==> src/rtl/toy_fetch_mem_rsp.sv <==
// rtl/toy_fetch_mem_rsp.sv - instruction fetch responder: request accept, ITCM read, in-order ack FIFO
//
// Accepts fetch requests, issues one single-cycle-latency SRAM read per request and
// returns the fetched line, tagged with the request entry_id, in accept order.
//
// Optional feature macro: FETCH_RSP_ADDR_CHK_EN
//   Requests outside [ITCM_BASE, ITCM_BASE+ITCM_SIZE) do not read the SRAM.
//   They ack with data=0 and fetch_mem_ack_err=1.
//   fetch_mem_ack_err exists only when the macro is defined.
//
// Ports
//   clk, rst_n               clock, asynchronous active-low reset
//   fetch_mem_req_*          request channel (vld/rdy, byte addr, entry_id)
//   fetch_mem_ack_*          ack channel (vld/rdy, data, entry_id, err)
//   inst_mem_en/addr         SRAM read strobe and line-aligned byte address
//   inst_mem_rd_data         SRAM read data, valid the cycle after inst_mem_en

module toy_fetch_mem_rsp #(
    parameter int                  ADDR_WIDTH         = 32,
    parameter int                  FETCH_DATA_WIDTH   = 128,
    parameter int                  ROB_ENTRY_ID_WIDTH = 4,
    parameter int                  RSP_FIFO_DEPTH     = 4,
    parameter logic [ADDR_WIDTH:0] ITCM_BASE          = '0,
    parameter logic [ADDR_WIDTH:0] ITCM_SIZE          = (ADDR_WIDTH+1)'(32'h0001_0000)
) (
    input  logic                          clk,
    input  logic                          rst_n,
    input  logic                          fetch_mem_req_vld,
    output logic                          fetch_mem_req_rdy,
    input  logic [ADDR_WIDTH-1:0]         fetch_mem_req_addr,
    input  logic [ROB_ENTRY_ID_WIDTH-1:0] fetch_mem_req_entry_id,
    output logic                          fetch_mem_ack_vld,
    input  logic                          fetch_mem_ack_rdy,
    output logic [FETCH_DATA_WIDTH-1:0]   fetch_mem_ack_data,
    output logic [ROB_ENTRY_ID_WIDTH-1:0] fetch_mem_ack_entry_id,
`ifdef FETCH_RSP_ADDR_CHK_EN
    output logic                          fetch_mem_ack_err,
`endif
    output logic                          inst_mem_en,
    output logic [ADDR_WIDTH-1:0]         inst_mem_addr,
    input  logic [FETCH_DATA_WIDTH-1:0]   inst_mem_rd_data
);

    localparam int OFS_W = $clog2(FETCH_DATA_WIDTH / 8);
    localparam int PTR_W = (RSP_FIFO_DEPTH > 1) ? $clog2(RSP_FIFO_DEPTH) : 1;
    localparam int CNT_W = $clog2(RSP_FIFO_DEPTH + 1);

    localparam logic [ADDR_WIDTH:0] WIN_LO = ITCM_BASE;
    localparam logic [ADDR_WIDTH:0] WIN_HI = ITCM_BASE + ITCM_SIZE;

    // S1 stage: one request whose SRAM data returns this cycle
    logic                          s1_vld;
    logic [ROB_ENTRY_ID_WIDTH-1:0] s1_id;
    logic                          s1_err;

    // ack FIFO
    logic [FETCH_DATA_WIDTH-1:0]   fifo_data [RSP_FIFO_DEPTH];
    logic [ROB_ENTRY_ID_WIDTH-1:0] fifo_id   [RSP_FIFO_DEPTH];
    logic [RSP_FIFO_DEPTH-1:0]     fifo_err;
    logic [PTR_W-1:0]              wr_ptr;
    logic [PTR_W-1:0]              rd_ptr;
    logic [CNT_W-1:0]              count;

    logic                          accept;
    logic                          in_win;
    logic                          req_err;
    logic                          push;
    logic                          pop;
    logic [FETCH_DATA_WIDTH-1:0]   push_data;

    function automatic logic [PTR_W-1:0] ptr_inc(input logic [PTR_W-1:0] p);
        return (p == PTR_W'(RSP_FIFO_DEPTH - 1)) ? '0 : p + 1'b1;
    endfunction

    // A FIFO slot is reserved for the request sitting in S1, so the S1 push can
    // never overflow. Only registered state feeds ready; ack_rdy has no path here.
    assign fetch_mem_req_rdy = ({1'b0, count} + (CNT_W+1)'(s1_vld))
                               < (CNT_W+1)'(RSP_FIFO_DEPTH);
    assign accept = fetch_mem_req_vld && fetch_mem_req_rdy;

    assign in_win = ({1'b0, fetch_mem_req_addr} >= WIN_LO) &&
                    ({1'b0, fetch_mem_req_addr} <  WIN_HI);

`ifdef FETCH_RSP_ADDR_CHK_EN
    assign req_err = !in_win;
`else
    logic unused_win;
    assign unused_win = in_win;
    assign req_err    = 1'b0;
`endif

    assign inst_mem_en   = accept && !req_err;
    assign inst_mem_addr = {fetch_mem_req_addr[ADDR_WIDTH-1:OFS_W], {OFS_W{1'b0}}};

    always_ff @(posedge clk or negedge rst_n) begin
        if (!rst_n) begin
            s1_vld <= 1'b0;
            s1_id  <= '0;
            s1_err <= 1'b0;
        end else begin
            s1_vld <= accept;
            if (accept) begin
                s1_id  <= fetch_mem_req_entry_id;
                s1_err <= req_err;
            end
        end
    end

    // Out-of-window requests never strobed the SRAM; their line is forced to zero.
    assign push_data = s1_err ? '0 : inst_mem_rd_data;
    assign push      = s1_vld;
    assign pop       = fetch_mem_ack_vld && fetch_mem_ack_rdy;

    always_ff @(posedge clk or negedge rst_n) begin
        if (!rst_n) begin
            wr_ptr   <= '0;
            rd_ptr   <= '0;
            count    <= '0;
            fifo_err <= '0;
        end else begin
            if (push) begin
                wr_ptr           <= ptr_inc(wr_ptr);
                fifo_err[wr_ptr] <= s1_err;
            end
            if (pop) begin
                rd_ptr <= ptr_inc(rd_ptr);
            end
            case ({push, pop})
                2'b10:   count <= count + 1'b1;
                2'b01:   count <= count - 1'b1;
                default: count <= count;
            endcase
        end
    end

    // Payload storage needs no reset: it is only observed behind a nonzero count.
    always_ff @(posedge clk) begin
        if (push) begin
            fifo_data[wr_ptr] <= push_data;
            fifo_id[wr_ptr]   <= s1_id;
        end
    end

    assign fetch_mem_ack_vld      = (count != '0);
    assign fetch_mem_ack_data     = fifo_data[rd_ptr];
    assign fetch_mem_ack_entry_id = fifo_id[rd_ptr];

`ifdef FETCH_RSP_ADDR_CHK_EN
    assign fetch_mem_ack_err = fetch_mem_ack_vld && fifo_err[rd_ptr];
`else
    logic unused_err;
    assign unused_err = ^fifo_err;
`endif

    a_no_overflow: assert property (@(posedge clk) disable iff (!rst_n)
        !(push && (count == CNT_W'(RSP_FIFO_DEPTH))));

endmodule

==> config.mk <==
export PLATFORM = sky130hd
export DESIGN_NAME = toy_fetch_mem_rsp
export DESIGN_NICKNAME = d
export VERILOG_FILES = /design/src/rtl/toy_fetch_mem_rsp.sv
export SDC_FILE = /design/constraint.sdc
export NUM_CORES = 1
export LEC_CHECK = 0
export ABC_AREA = 1
export CORE_ASPECT_RATIO = 0.6
export CORE_MARGIN = 2
export CORE_UTILIZATION = 45
export DETAILED_ROUTE_END_ITERATION = 12
export GPL_TIMING_DRIVEN = 1
export PLACE_DENSITY = 0.71
export SETUP_SLACK_MARGIN = 0.3
export SKIP_CTS_REPAIR_TIMING = 1
export SLEW_MARGIN = 20
export SYNTH_ARGS = -nofsm -noshare
export SYNTH_HDL_FRONTEND = slang
export SYNTH_SLANG_ARGS = --single-unit
==> constraint.sdc <==
create_clock -name clk -period 8.1 [get_ports clk]
set_clock_uncertainty 0.05 [all_clocks]
set_input_delay 1.62 -clock clk [delete_from_list [all_inputs] [get_ports clk]]
set_output_delay 1.62 -clock clk [all_outputs]
set_load 0.1 [all_outputs]
-- After elaboration in Yosys (flattened, before gate mapping)
Memories as Yosys holds them, arrays and structs flattened.
Index checks and enable logic that the tools add are counted.
- register bits after elaboration: 12
- bits in writable memories: 528
- input port bits: 168
- output and inout bits: 167
- word-level logic and storage cells: 26
- memories kept: 2
- add/subtract/negate cells: 5
- $lt $le $gt $ge: 1
- equal/unequal tests: 4
- multiplexer cells: 5
- reductions and logical operators: 4
- memory list (name ; depth ; width ; read ports ; clocked after memory_dff ; wr ports ; line ; RTL):
    fifo_data ; 4 ; 128 ; 1 ; 0 ; 1 ; 57 ; logic [FETCH_DATA_WIDTH-1:0] fifo_data [RSP_FIFO_DEPTH];
    fifo_id ; 4 ; 4 ; 1 ; 0 ; 1 ; 58 ; logic [ROB_ENTRY_ID_WIDTH-1:0] fifo_id [RSP_FIFO_DEPTH];
- operators with widths (cell ; count):
    $eq 2x2->1 const B ; 3
    $pmux 3 s2 ; 1
    $add 2x1->2 const B ; 2
    $add 3x1->4 ; 1
    $lt 4x3->1 const B ; 1
    $mux 2 ; 2
    $add 3x1->3 const B ; 1
    $reduce_bool 3->1 ; 1
    $sub 3x1->3 const B ; 1
    $eq 2x1->1 const B ; 1
    $logic_and 1x1->1 ; 2
    $mux 1 ; 2
    $reduce_bool 2->1 ; 1

-- Longest topological paths before layout
- depth after elaboration: 4
- gate-level depth with buffers: 12
- gate-level depth less buffers: 12

-- Worst setup path before layout
No wires, ideal clock.
- path kind: input port to output port
- start: input fetch_mem_req_vld
- end: output inst_mem_en
- arrival: 2.385 ns
- required time: 6.430 ns
- setup slack: 4.045 ns
- cell stages on the path: 2
- path buffers: 0
- cells stage by stage: nand3_1 inv_1
- longest elaborated chain between the ends: 1
- ends and longest elaborated chain (item ; line ; RTL):
    start, declared ; 28 ; input logic fetch_mem_req_vld,
    $logic_and 1x1->1 ; 79 ; assign accept = fetch_mem_req_vld && fetch_mem_req_rdy;
    end, declared ; 39 ; output logic inst_mem_en,
Every way passes these cells.

-- Worst setup path after layout
- start: register rd_ptr[1]
- end: output fetch_mem_ack_data[49]
- longest elaborated chain between the ends: 1
- ends and longest elaborated chain (item ; line ; RTL):
    start, declared ; 61 ; logic [PTR_W-1:0] rd_ptr;
    start signal, assigned ; 126 ; rd_ptr <= ptr_inc(rd_ptr);
    $mem_v2 4x128 ; - ;
    end, declared ; 34 ; output logic [FETCH_DATA_WIDTH-1:0] fetch_mem_ack_data,
Every way passes these cells.

==> out/results.txt <==
Fin crit share -> 0.705
IO buf count -> 270
Nets -> 2042
Relative slew slack -> 0.287
First-pass DRT Iterations -> 5
GP Congestion -> 0.733
Clock slew at reported path FFs -> 0.06 ns
Yosys warns -> 0
I/O pins -> 335
Floorplan row count -> 62
Largest net degree at the start of global routing -> 177
WL final -> 43800 um
RR Startpoint -> wr_ptr[1]
Area of the mapped netlist -> 22000 um^2
Final count of pins violating max slew -> 0
Required time worst endpoint -> 6.43 ns
Area growth syn-to-layout -> 18.8%
Die width -> 290 um
Fmax -> 175 MHz
Drt wl/cell -> 17.2 um
Drc violations -> 0
Later-pin clock latency in the skew report -> 0.55 ns
CTS Buf Count -> 49
Gr ovfl total -> 0
Vias in the first global route -> 12400
Via density -> 4.88
Fin Setup TNS -> 0 ns
Seq/Total Area, Yosys -> 0.733
Initial antenna violation count -> 2
Final min period -> 5.71 ns
Cells after synthesis -> 1652
Number of fill cells -> 3836
WP data arrival -> 4.04 ns
Most common cell after layout, fill and taps aside -> edfxtp_1
First-pass GRT wire length -> 67800 um
Slew @ Worst Pin -> 1.07 ns
Yosys reg bits -> 540
Max cap viols -> 0
Critical Path Start Type -> flop
Critical Path Max Stage Delay -> 1.16 ns
Routed Antenna Nets -> 0
Most frequent cells in the layout -> 528 x edfxtp_1, 421 x nand2_1, 276 x inv_1
Post-DP HPWL -> 24600 um
Worst Hold Class -> flop to flop
Final Instance Area -> 26200 um^2
CTS tree -> built
RSZ-0062 raised after global routing -> no
Die area -> 50800 um^2
Die Y-Extent -> 175 um
Hold path start -> count[2]
Via count -> 12400
Setup violators final -> 0
Syn_area_per_cell -> 13.3 um^2
Crit-path cells -> inv_4 > buf_4 > o211ai_1 > nand2_1 > clkdlybuf4s50_1
Slowest CP cell -> clkdlybuf4s50_1
CTS sink count -> 540
Placed cell area -> 24600 um^2
GRT Util Overall -> 0.172
Max FO, Critical Path -> 66
Root buffer cell -> clkbuf_16
Status -> finished clean
CP endpoint kind -> output port
Fin. Hold Viols -> 0
Type of the worst setup path -> flop to output port
Initial Util -> 0.458
Core ar. -> 48100 um^2
CTS H-Tree Depth -> 2
Share of layout cells above drive strength 1 -> 0.0493
Maximum root-to-sink buffer count -> 3
Initial DRC count -> 747
Synth unique cells -> 19
CP Launch Point -> rd_ptr[1]
==> cell families after synthesis <==
| kind of cell | share of synthesized area |
|---|---|
| buffers and inverters | 0.0962 |
| adders and majority gates | 0.00432 |
| AOI/OAI and AO/OA | 0.0907 |
| other | 0.000170 |
| xor gates and xnor gates | 0.000398 |
| DFF | 0.733 |
| and+or+nand+nor | 0.0749 |
==> registers in the layout, indices dropped and copies added (netlist names) <==
name,flops
count,3
fifo_data,512
fifo_id,16
push,1
rd_ptr,2
s1_id,4
wr_ptr,2
==> synthesized netlist by cell type <==
library cell | number | area (um^2)
clkbuf_1 | 6 | 22.5
conb_1 | 1 | 3.75
buf_2 | 15 | 75.1
ha_1 | 6 | 75.1
dfrtp_1 | 12 | 300
fa_1 | 1 | 20.0
clkbuf_8 | 2 | 27.5
buf_4 | 44 | 330
nand2_1 | 421 | 1580
inv_1 | 280 | 1050
nand4_1 | 5 | 31.3
buf_6 | 54 | 608
o211ai_1 | 264 | 1980
edfxtp_1 | 528 | 15900
o21ai_0 | 3 | 15.0
nor2_1 | 2 | 7.51
xnor2_1 | 1 | 8.76
nand3_1 | 6 | 30.0
inv_2 | 1 | 3.75
==> worst max-delay path: cells and delay by family (launching register included) <==
family / cells / cell delay [ns]
AND/OR/NAND/NOR: 1 / 0.16
flip-flops: 1 / 0.70
AO/OA/AOI/OAI: 1 / 0.16
buffers and inverters: 3 / 2.44
==> stage by stage <==
| step | setup slack, ns | hold WS, ns | instances | utilization |
|---|---|---|---|---|
| final | 2.39 | 0.441 | 2548 | 0.544 |
| after global routing | 2.11 | 0.477 | 2548 | 0.544 |
| after CTS | 2.23 | 0.445 | 2546 | 0.544 |
| after detailed placement | 2.73 | 0.431 | 2456 | 0.512 |
| after global placement | 2.77 | 0.407 | 2456 | 0.512 |
| after floorplan | 4.04 | 0.392 | 1655 | - |
==> per-layer routing <==
metal,GRT usage,routed length (um),part of all wire
met1,0.229,19500,0.44
met4,0.0479,917,0.021
met2,0.287,21000,0.48
met3,0.0358,2430,0.056
met5,0,0,0
==> layout make-up <==
| cell class | count | area (um^2) | area share |
|---|---|---|---|
| diodes | 2 | 5.00 | 0.000191 |
| clock buffers | 60 | 1340 | 0.0512 |
| clock inverters | 30 | 201 | 0.00770 |
| inverters | 281 | 1080 | 0.0412 |
| multi-input cells | 713 | 3760 | 0.144 |
| flip-flops and latches | 540 | 16200 | 0.618 |
| well taps | 640 | 801 | 0.0306 |
| repair buffers | 282 | 2820 | 0.108 |
==> worst paths after layout <==
path | end | slack, ns | cells past startpoint
max | fetch_mem_ack_data[49] | 2.39 | 5
min | count[2] | 0.44 | 2
max reg2reg | fifo_data[0][6] | 5.33 | 5
min reg2reg | count[2] | 0.44 | 2
max in group asynchronous | rd_ptr[0] | 6.17 | 1
min in group asynchronous | count[1] | 1.39 | 1
Power is not shown: default switching activity piles up to over one toggle a cycle in this logic, so the estimate is an artifact.
